===== config.mk =====
export PLATFORM = sky130hd
export DESIGN_NAME = ps2_scan_receiver
export DESIGN_NICKNAME = d
export VERILOG_FILES = /design/src/rtl/ps2_pkg.sv /design/src/rtl/ps2_byte_fifo.sv /design/src/rtl/ps2_scan_receiver.sv
export SDC_FILE = /design/constraint.sdc
export NUM_CORES = 1
export LEC_CHECK = 0
export BUFFER_PORTS_ARGS = -buffer_cell sky130_fd_sc_hd__buf_2
export CAP_MARGIN = 10
export CORE_MARGIN = 2
export CORE_UTILIZATION = 34
export DETAILED_ROUTE_END_ITERATION = 10
export GPL_ROUTABILITY_DRIVEN = 0
export PLACE_DENSITY = 0.59
export SYNTH_ARGS = -nofsm -noshare
export SYNTH_HDL_FRONTEND = slang
export SYNTH_SLANG_ARGS = --single-unit
export TNS_END_PERCENT = 50

===== constraint.sdc =====
create_clock -name Clock -period 2.6 [get_ports Clock]
set_input_delay 0.52 -clock Clock [delete_from_list [all_inputs] [get_ports Clock]]
set_output_delay 0.52 -clock Clock [all_outputs]
set_load 0.05 [all_outputs]

===== src/rtl/ps2_pkg.sv =====
// ps2_pkg -- shared definitions for the PS/2 scan-code receiver.
//   ps2_state_e          : frame deserialiser states
//   PS2_BREAK_CODE       : break prefix byte (key release)
//   PS2_EXT_CODE         : extended-key prefix byte
//   PS2_*_DEFAULT        : default parameter values for the receiver
//   ps2_parity_ok()      : odd parity check over 8 data bits + parity bit
package ps2_pkg;

    typedef enum logic [1:0] {
        IDLE   = 2'd0,
        DATA   = 2'd1,
        PARITY = 2'd2,
        STOP   = 2'd3
    } ps2_state_e;

    localparam logic [7:0] PS2_BREAK_CODE = 8'hF0;
    localparam logic [7:0] PS2_EXT_CODE   = 8'hE0;

    // 2 ms at 50 MHz with no falling edge aborts a partial frame.
    localparam int PS2_TIMEOUT_DEFAULT    = 100000;
    localparam int PS2_FILTER_DEFAULT     = 8;
    localparam int PS2_FIFO_DEPTH_DEFAULT = 8;

    // PS/2 uses odd parity: data bits plus parity bit hold an odd number of ones.
    function automatic logic ps2_parity_ok(input logic [7:0] d, input logic p);
        return ^{d, p};
    endfunction

endpackage


===== src/rtl/ps2_byte_fifo.sv =====
// ps2_byte_fifo -- synchronous show-ahead FIFO for received scan codes.
// Ports:
//   Clock, Reset       : system clock, asynchronous active-high reset
//   push, push_data    : write request and byte
//   pop                : remove head entry; ignored when empty
//   head               : current head entry, all zeros when empty
//   empty, full        : occupancy flags
//   overflow           : sticky, set when a push is refused because full
// DEPTH must be a power of two and at least 2 so the pointers wrap naturally.
module ps2_byte_fifo #(
    parameter int DEPTH = 8,
    parameter int WIDTH = 8
) (
    input  logic             Clock,
    input  logic             Reset,
    input  logic             push,
    input  logic [WIDTH-1:0] push_data,
    input  logic             pop,
    output logic [WIDTH-1:0] head,
    output logic             empty,
    output logic             full,
    output logic             overflow
);

    localparam int AW = $clog2(DEPTH);
    localparam int CW = AW + 1;
    localparam logic [CW-1:0] FULL_COUNT = CW'(DEPTH);

    logic [WIDTH-1:0] mem [DEPTH];
    logic [AW-1:0]    wr_ptr;
    logic [AW-1:0]    rd_ptr;
    logic [CW-1:0]    count;
    logic             do_pop;
    logic             do_push;

    assign empty = (count == '0);
    assign full  = (count == FULL_COUNT);

    // A pop on an empty FIFO is ignored, so a simultaneous push just stores.
    // When full, a same-cycle pop frees the slot the push needs.
    assign do_pop  = pop && !empty;
    assign do_push = push && (!full || do_pop);

    assign head = empty ? '0 : mem[rd_ptr];

    always_ff @(posedge Clock or posedge Reset) begin
        if (Reset) begin
            wr_ptr   <= '0;
            rd_ptr   <= '0;
            count    <= '0;
            overflow <= 1'b0;
        end else begin
            if (do_push) begin
                wr_ptr <= wr_ptr + 1'b1;
            end
            if (do_pop) begin
                rd_ptr <= rd_ptr + 1'b1;
            end
            case ({do_push, do_pop})
                2'b10:   count <= count + 1'b1;
                2'b01:   count <= count - 1'b1;
                default: count <= count;
            endcase
            if (push && !do_push) begin
                overflow <= 1'b1;
            end
        end
    end

    // Storage needs no reset: entries are only visible between the pointers.
    always_ff @(posedge Clock) begin
        if (do_push) begin
            mem[wr_ptr] <= push_data;
        end
    end

endmodule


===== src/rtl/ps2_scan_receiver.sv =====
// ps2_scan_receiver -- PS/2 keyboard front end.
// Synchronises and deglitches the PS/2 pins, deserialises 11-bit frames
// (start, 8 data LSB first, odd parity, stop) and buffers good bytes in a FIFO.
// Ports:
//   Clock, Reset  : 50 MHz system clock, asynchronous active-high reset
//   ps2_clk       : raw PS/2 clock pin (asynchronous)
//   ps2_data      : raw PS/2 data pin (asynchronous)
//   rd_en         : pop the FIFO head; ignored when empty
//   data          : FIFO head (show-ahead), 8'h00 when empty
//   data_valid    : FIFO non-empty
//   fifo_full     : FIFO holds FIFO_DEPTH entries
//   frame_error   : one-cycle pulse on start/parity/stop error or timeout abort
//   overflow      : sticky, a byte was dropped because the FIFO was full
//   state_dbg     : current deserialiser state
// Output handshake: the consumer may read `data` whenever data_valid=1; raising
// rd_en for one cycle while data_valid=1 consumes that entry and the next head
// (or 8'h00 / data_valid=0) is visible on the following cycle.
// Build option: define PS2_BREAK_FILTER_EN to drop break sequences (F0 xx) and
// E0 prefixes so only make codes reach the FIFO.
module ps2_scan_receiver
    import ps2_pkg::*;
#(
    parameter int FILTER_LEN     = PS2_FILTER_DEFAULT,
    parameter int TIMEOUT_CYCLES = PS2_TIMEOUT_DEFAULT,
    parameter int FIFO_DEPTH     = PS2_FIFO_DEPTH_DEFAULT
) (
    input  logic       Clock,
    input  logic       Reset,
    input  logic       ps2_clk,
    input  logic       ps2_data,
    input  logic       rd_en,
    output logic [7:0] data,
    output logic       data_valid,
    output logic       fifo_full,
    output logic       frame_error,
    output logic       overflow,
    output ps2_state_e state_dbg
);

    localparam int FW = $clog2(FILTER_LEN + 1);
    localparam int TW = $clog2(TIMEOUT_CYCLES + 1);
    localparam logic [FW-1:0] FILT_LAST = FW'(FILTER_LEN - 1);
    localparam logic [TW-1:0] TO_LIMIT  = TW'(TIMEOUT_CYCLES);

    // ---------------- pin synchronisers and clock filter ----------------
    logic          clk_s1, clk_s2;
    logic          dat_s1, dat_s2;
    logic          clk_filt, clk_filt_d;
    logic [FW-1:0] filt_cnt;
    logic          strobe;

    always_ff @(posedge Clock or posedge Reset) begin
        if (Reset) begin
            clk_s1 <= 1'b1;
            clk_s2 <= 1'b1;
            dat_s1 <= 1'b1;
            dat_s2 <= 1'b1;
        end else begin
            clk_s1 <= ps2_clk;
            clk_s2 <= clk_s1;
            dat_s1 <= ps2_data;
            dat_s2 <= dat_s1;
        end
    end

    // The filtered clock only flips after FILTER_LEN consecutive samples that
    // disagree with it; any agreeing sample restarts the count.
    always_ff @(posedge Clock or posedge Reset) begin
        if (Reset) begin
            clk_filt   <= 1'b1;
            clk_filt_d <= 1'b1;
            filt_cnt   <= '0;
        end else begin
            clk_filt_d <= clk_filt;
            if (clk_s2 == clk_filt) begin
                filt_cnt <= '0;
            end else if (filt_cnt == FILT_LAST) begin
                clk_filt <= clk_s2;
                filt_cnt <= '0;
            end else begin
                filt_cnt <= filt_cnt + 1'b1;
            end
        end
    end

    assign strobe = clk_filt_d && !clk_filt;

    // ---------------- frame deserialiser ----------------
    ps2_state_e    state, state_next;
    logic [2:0]    bit_cnt, bit_cnt_next;
    logic [7:0]    shift, shift_next;
    logic          parity, parity_next;
    logic [TW-1:0] to_cnt, to_cnt_next;
    logic          frame_ok;
    logic          err;

    always_ff @(posedge Clock or posedge Reset) begin
        if (Reset) begin
            state       <= IDLE;
            bit_cnt     <= '0;
            shift       <= '0;
            parity      <= 1'b0;
            to_cnt      <= '0;
            frame_error <= 1'b0;
        end else begin
            state       <= state_next;
            bit_cnt     <= bit_cnt_next;
            shift       <= shift_next;
            parity      <= parity_next;
            to_cnt      <= to_cnt_next;
            frame_error <= err;
        end
    end

    always_comb begin
        state_next   = state;
        bit_cnt_next = bit_cnt;
        shift_next   = shift;
        parity_next  = parity;
        frame_ok     = 1'b0;
        err          = 1'b0;

        // Counts cycles since the last strobe while a frame is in progress.
        if (state == IDLE || strobe) begin
            to_cnt_next = '0;
        end else begin
            to_cnt_next = to_cnt + 1'b1;
        end

        case (state)
            IDLE: begin
                if (strobe) begin
                    if (!dat_s2) begin
                        state_next   = DATA;
                        bit_cnt_next = '0;
                    end else begin
                        err = 1'b1;
                    end
                end
            end
            DATA: begin
                if (strobe) begin
                    shift_next   = {dat_s2, shift[7:1]};
                    bit_cnt_next = bit_cnt + 1'b1;
                    if (bit_cnt == 3'd7) begin
                        state_next = PARITY;
                    end
                end
            end
            PARITY: begin
                if (strobe) begin
                    parity_next = dat_s2;
                    state_next  = STOP;
                end
            end
            STOP: begin
                if (strobe) begin
                    state_next = IDLE;
                    if (dat_s2 && ps2_parity_ok(shift, parity)) begin
                        frame_ok = 1'b1;
                    end else begin
                        err = 1'b1;
                    end
                end
            end
            default: begin
                state_next = IDLE;
            end
        endcase

        if (state != IDLE && !strobe && to_cnt == TO_LIMIT) begin
            state_next  = IDLE;
            to_cnt_next = '0;
            err         = 1'b1;
        end
    end

    assign state_dbg = state;

    // ---------------- optional break-code filter ----------------
    logic push;

`ifdef PS2_BREAK_FILTER_EN
    logic break_armed, break_armed_next;

    always_ff @(posedge Clock or posedge Reset) begin
        if (Reset) begin
            break_armed <= 1'b0;
        end else begin
            break_armed <= break_armed_next;
        end
    end

    // F0 arms a one-shot discard of the following key code; an E0 prefix in
    // between is itself discarded without consuming the armed discard.
    always_comb begin
        push             = 1'b0;
        break_armed_next = break_armed;
        if (frame_ok) begin
            if (shift == PS2_BREAK_CODE) begin
                break_armed_next = 1'b1;
            end else if (shift == PS2_EXT_CODE) begin
                break_armed_next = break_armed;
            end else if (break_armed) begin
                break_armed_next = 1'b0;
            end else begin
                push = 1'b1;
            end
        end
    end
`else
    assign push = frame_ok;
`endif

    // ---------------- scan-code buffer ----------------
    logic fifo_empty;

    ps2_byte_fifo #(
        .DEPTH (FIFO_DEPTH),
        .WIDTH (8)
    ) u_fifo (
        .Clock     (Clock),
        .Reset     (Reset),
        .push      (push),
        .push_data (shift),
        .pop       (rd_en),
        .head      (data),
        .empty     (fifo_empty),
        .full      (fifo_full),
        .overflow  (overflow)
    );

    assign data_valid = !fifo_empty;

endmodule


==> results.yml <==
logic_synthesis:
  synth.net_count: 377
  yosys-top-cells-area: "edfxtp_1 37%, dfrtp_1 22%, mux4_2 6.9%"
  synth_top_family_by_area: "multiplexers"
  synth_top_area_share_pct: 36.66
  yosys_register_bits: 117
  yosysMostFrequentCell: "edfxtp_1"
  synth_simple_gate_area_share_pct: 10.95
  synth_mux_area_share_pct: 11.67
  syn_inst: 358
  yosysWarnings: 0
  ys.flop_type: "edfxtp_1"
  synth_compound_area_share_pct: 3.962
  avgSynthCellArea_um2: 14.64
  synth_xor_xnor_area_share_pct: 5.847
  yosys.area.top_type: "edfxtp_1"
  synth_fa_ha_area_share_pct: 3.341
  synth-edff-count: 64
  syn_area_mm2: 0.005243
  ys_top_cells_by_count: "64 x edfxtp_1, 47 x dfrtp_1, 31 x nor2_1"
  async_reset_ff_share_pct: 45.30
  synth-seq-area-share_pct: 62.10
  yosysUniqueCellTypes: 57
critical_path:
  crit_path_end_kind: "output port"
  crit_fanout: 18
  arrival_ps: 1940
  crit_path_cell_trace: "buf_12, mux4_2, mux2i_1, nor2_1, buf_2"
  slowest_delay_ps: 530
  required_ps: 2080
  crit_type: "reg -> out"
  cp_slowest_cell: "mux4_2"
  cp.buffers_inverters: 2
  start_kind: "flip-flop"
  r2r_cells: 10
  worst-path-stages: 5
  critPathTopFamily: "multiplexers"
clock_tree:
  clkLatencyLatePin_ps: 410
  clk_root_buffer_cell: "clkbuf_16"
  postCtsSetupBuffers: 0
  cts_sinks: 117
  h-tree-depth: 4
  cts_hold_buffers: 0
  max-clock-path-buffers: 2
  cts_buffers: 17
  cts_tree: "done"
  cts_resized: 0
  clkTransAtPathRegs_ps: 60
timing:
  period_minus_slack_ps: 2458
  period_share_pct: 94.55
  final.setup.worst_slack_ps: 141.8
  hold_viol: 0
  max_freq_ghz: 0.4068
  slew_headroom_pct: 55.66
  totalNegativeSetupSlack_ps: 0
  report.final.slew_viol_count: 0
  setup_viol: 0
  rsz0062_at_grt: "no"
  tightest_slew_ps: 665.1
  skew_ps: 8.766
global_routing:
  grt_pass1_vias: 3156
  grt_pass1_wl_mm: 16.29
  gr-total-overflow: 0
  antenna_found_initial: 0
  grt_usage_pct: 13.13
  grt_max_degree: 54
detailed_routing:
  routed-wl-met2_mm: 4.910
  wire_per_inst_um: 16.02
  dr_total_vias: 3023
  vias_per_cell: 4.940
  dr.first_iter.drc_count: 142
  wl_met1_mm: 4.518
  route.detailed.drc: 0
  top_layer_used: "met4"
  drt.antenna.violating_nets: 0
  wl_met3_um: 265
  dr.pass1.iters: 4
  wl_mm: 9.804
power:
  peakVddDrop_uv: 511.5
  clockPowerShare_pct: 34.4
  p_leak_uw: 0.002482
  cell_internal_pwr_uw: 4425
  seqPwrFrac_pct: 35.8
  p_switching_uw: 2192
  combinationalPowerShare_pct: 29.7
  powerDensity_mw_per_mm2: 1040
  p_sw_share_pct: 33.12
  power_uw: 6617
placement:
  dpl.hpwl_mm: 6.238
  place_area_mm2: 0.005768
  place_ws_ps: 121.5
  io_buffers: 18
final_layout:
  multi_input_area_mm2: 0.001919
  num-fill-cells: 1370
  seqCellArea_mm2: 0.003259
  drive_gt1_share_pct: 30.19
  design_area_mm2: 0.006364
  fin_nets: 430
  antennaDiodeCount: 0
  area_delta_synth_final_pct: 21.38
die:
  rows: 45
  die_h_um: 128.2
  dieArea_mm2: 0.01643
  start_util_pct: 34.61
  io-pin-count: 19
  core_area_mm2: 0.01515
  die_x_um: 128.2
job:
  maxCapViolCount: 0
outcome:
  status: "complete, no violations"
hold_path:
  hold_depth: 1
  hp-class: "in -> reg"
## power groups by stage
stage	Sequential, uW	Clock [uW]	Combinational (uW)
floorplan	2420	0	1430
global placement	2400	0	1930
detailed placement	2400	0	1950
CTS	2370	2330	1950
global route	2400	2420	2170
finish	2370	2280	1970
## registers in the layout, summed over array words and instances (netlist names)
signal and count:
frame_error 1, dat_s1 1, filt_cnt 4, parity 1, u_fifo.wr_ptr 3, u_fifo.count 4, state_dbg 2, clk_s1 1
clk_filt_d 1, to_cnt 17, dat_s2 1, shift 8, u_fifo.overflow 1, clk_s2 1, u_fifo.mem 64, clk_filt 1
bit_cnt 3, u_fifo.rd_ptr 3
## worst paths after layout
check                            startpoint         endpoint  slack, ps
max                        u_fifo.rd_ptr[0]          data[7]        140
max reg2reg                        shift[0]  u_fifo.count[2]        140
min in group asynchronous             Reset      filt_cnt[2]        270
min                                 ps2_clk           clk_s1        210
max in group asynchronous             Reset         shift[7]       1820
min reg2reg                          clk_s1           clk_s2        350
## cells by family after synthesis
kind of cell               after synthesis
AOI/OAI and AO/OA                       30
xor gates and xnor gates                30
adders and majority gates               14
buffers and inverters                   26
DFF                                    117
muxes                                   39
and+or+nand+nor                        102
## through the flow
step | instances | hold WS [ps] | utilization [%]
after CTS | 610 | 193.9 | 41.92
after floorplan | 358 | 345.2 | -
after detailed placement | 578 | 350.0 | 38.08
final | 612 | 207.3 | 42.02
after global routing | 612 | 189.0 | 42.02
after global placement | 578 | 350.2 | 38.08
## placed cells by master, fill, tap and decap left out, types with 7 or more instances in the layout
cell type,Yosys,layout
edfxtp_1,64,64
dfrtp_1,47,44
nor2_1,31,31
buf_4,0,28
buf_2,4,18
clkbuf_16,0,17
mux4_2,16,16
nand2_1,14,14
xor2_1,14,14
mux2_2,13,13
xnor2_1,13,13
inv_1,13,12
ha_1,14,11
nand3_1,9,9
mux2i_1,9,9
nand2b_1,8,8
nand4_1,7,7
a21oi_1,8,7
## area by class of cell
class / instances / area share [%]
well taps: 188 / 3.696
multi-input cells: 215 / 30.16
clock inverters: 13 / 2.320
clock buffers: 19 / 6.803
inverters: 13 / 0.7668
repair buffers: 47 / 5.033
flip-flops and latches: 117 / 51.22
## routing by layer
metal  GRT usage [%]  vias to the layer above
li1                -                     1457
met1           16.12                     1521
met2           21.93                       35
met3           3.881                       10
met4           4.977                        0
met5               0                        -
## worst register-to-register path: cells and delay by family, from the launching register on
family | cells | cell delay [ps]
XOR/XNOR | 5 | 1080
flip-flops | 1 | 390
adder cells (fa/ha/maj) | 2 | 360
multiplexers | 1 | 350
AO/OA/AOI/OAI | 1 | 110
AND/OR/NAND/NOR | 1 | 60
Note: power is estimated with default switching activity, not from simulation.
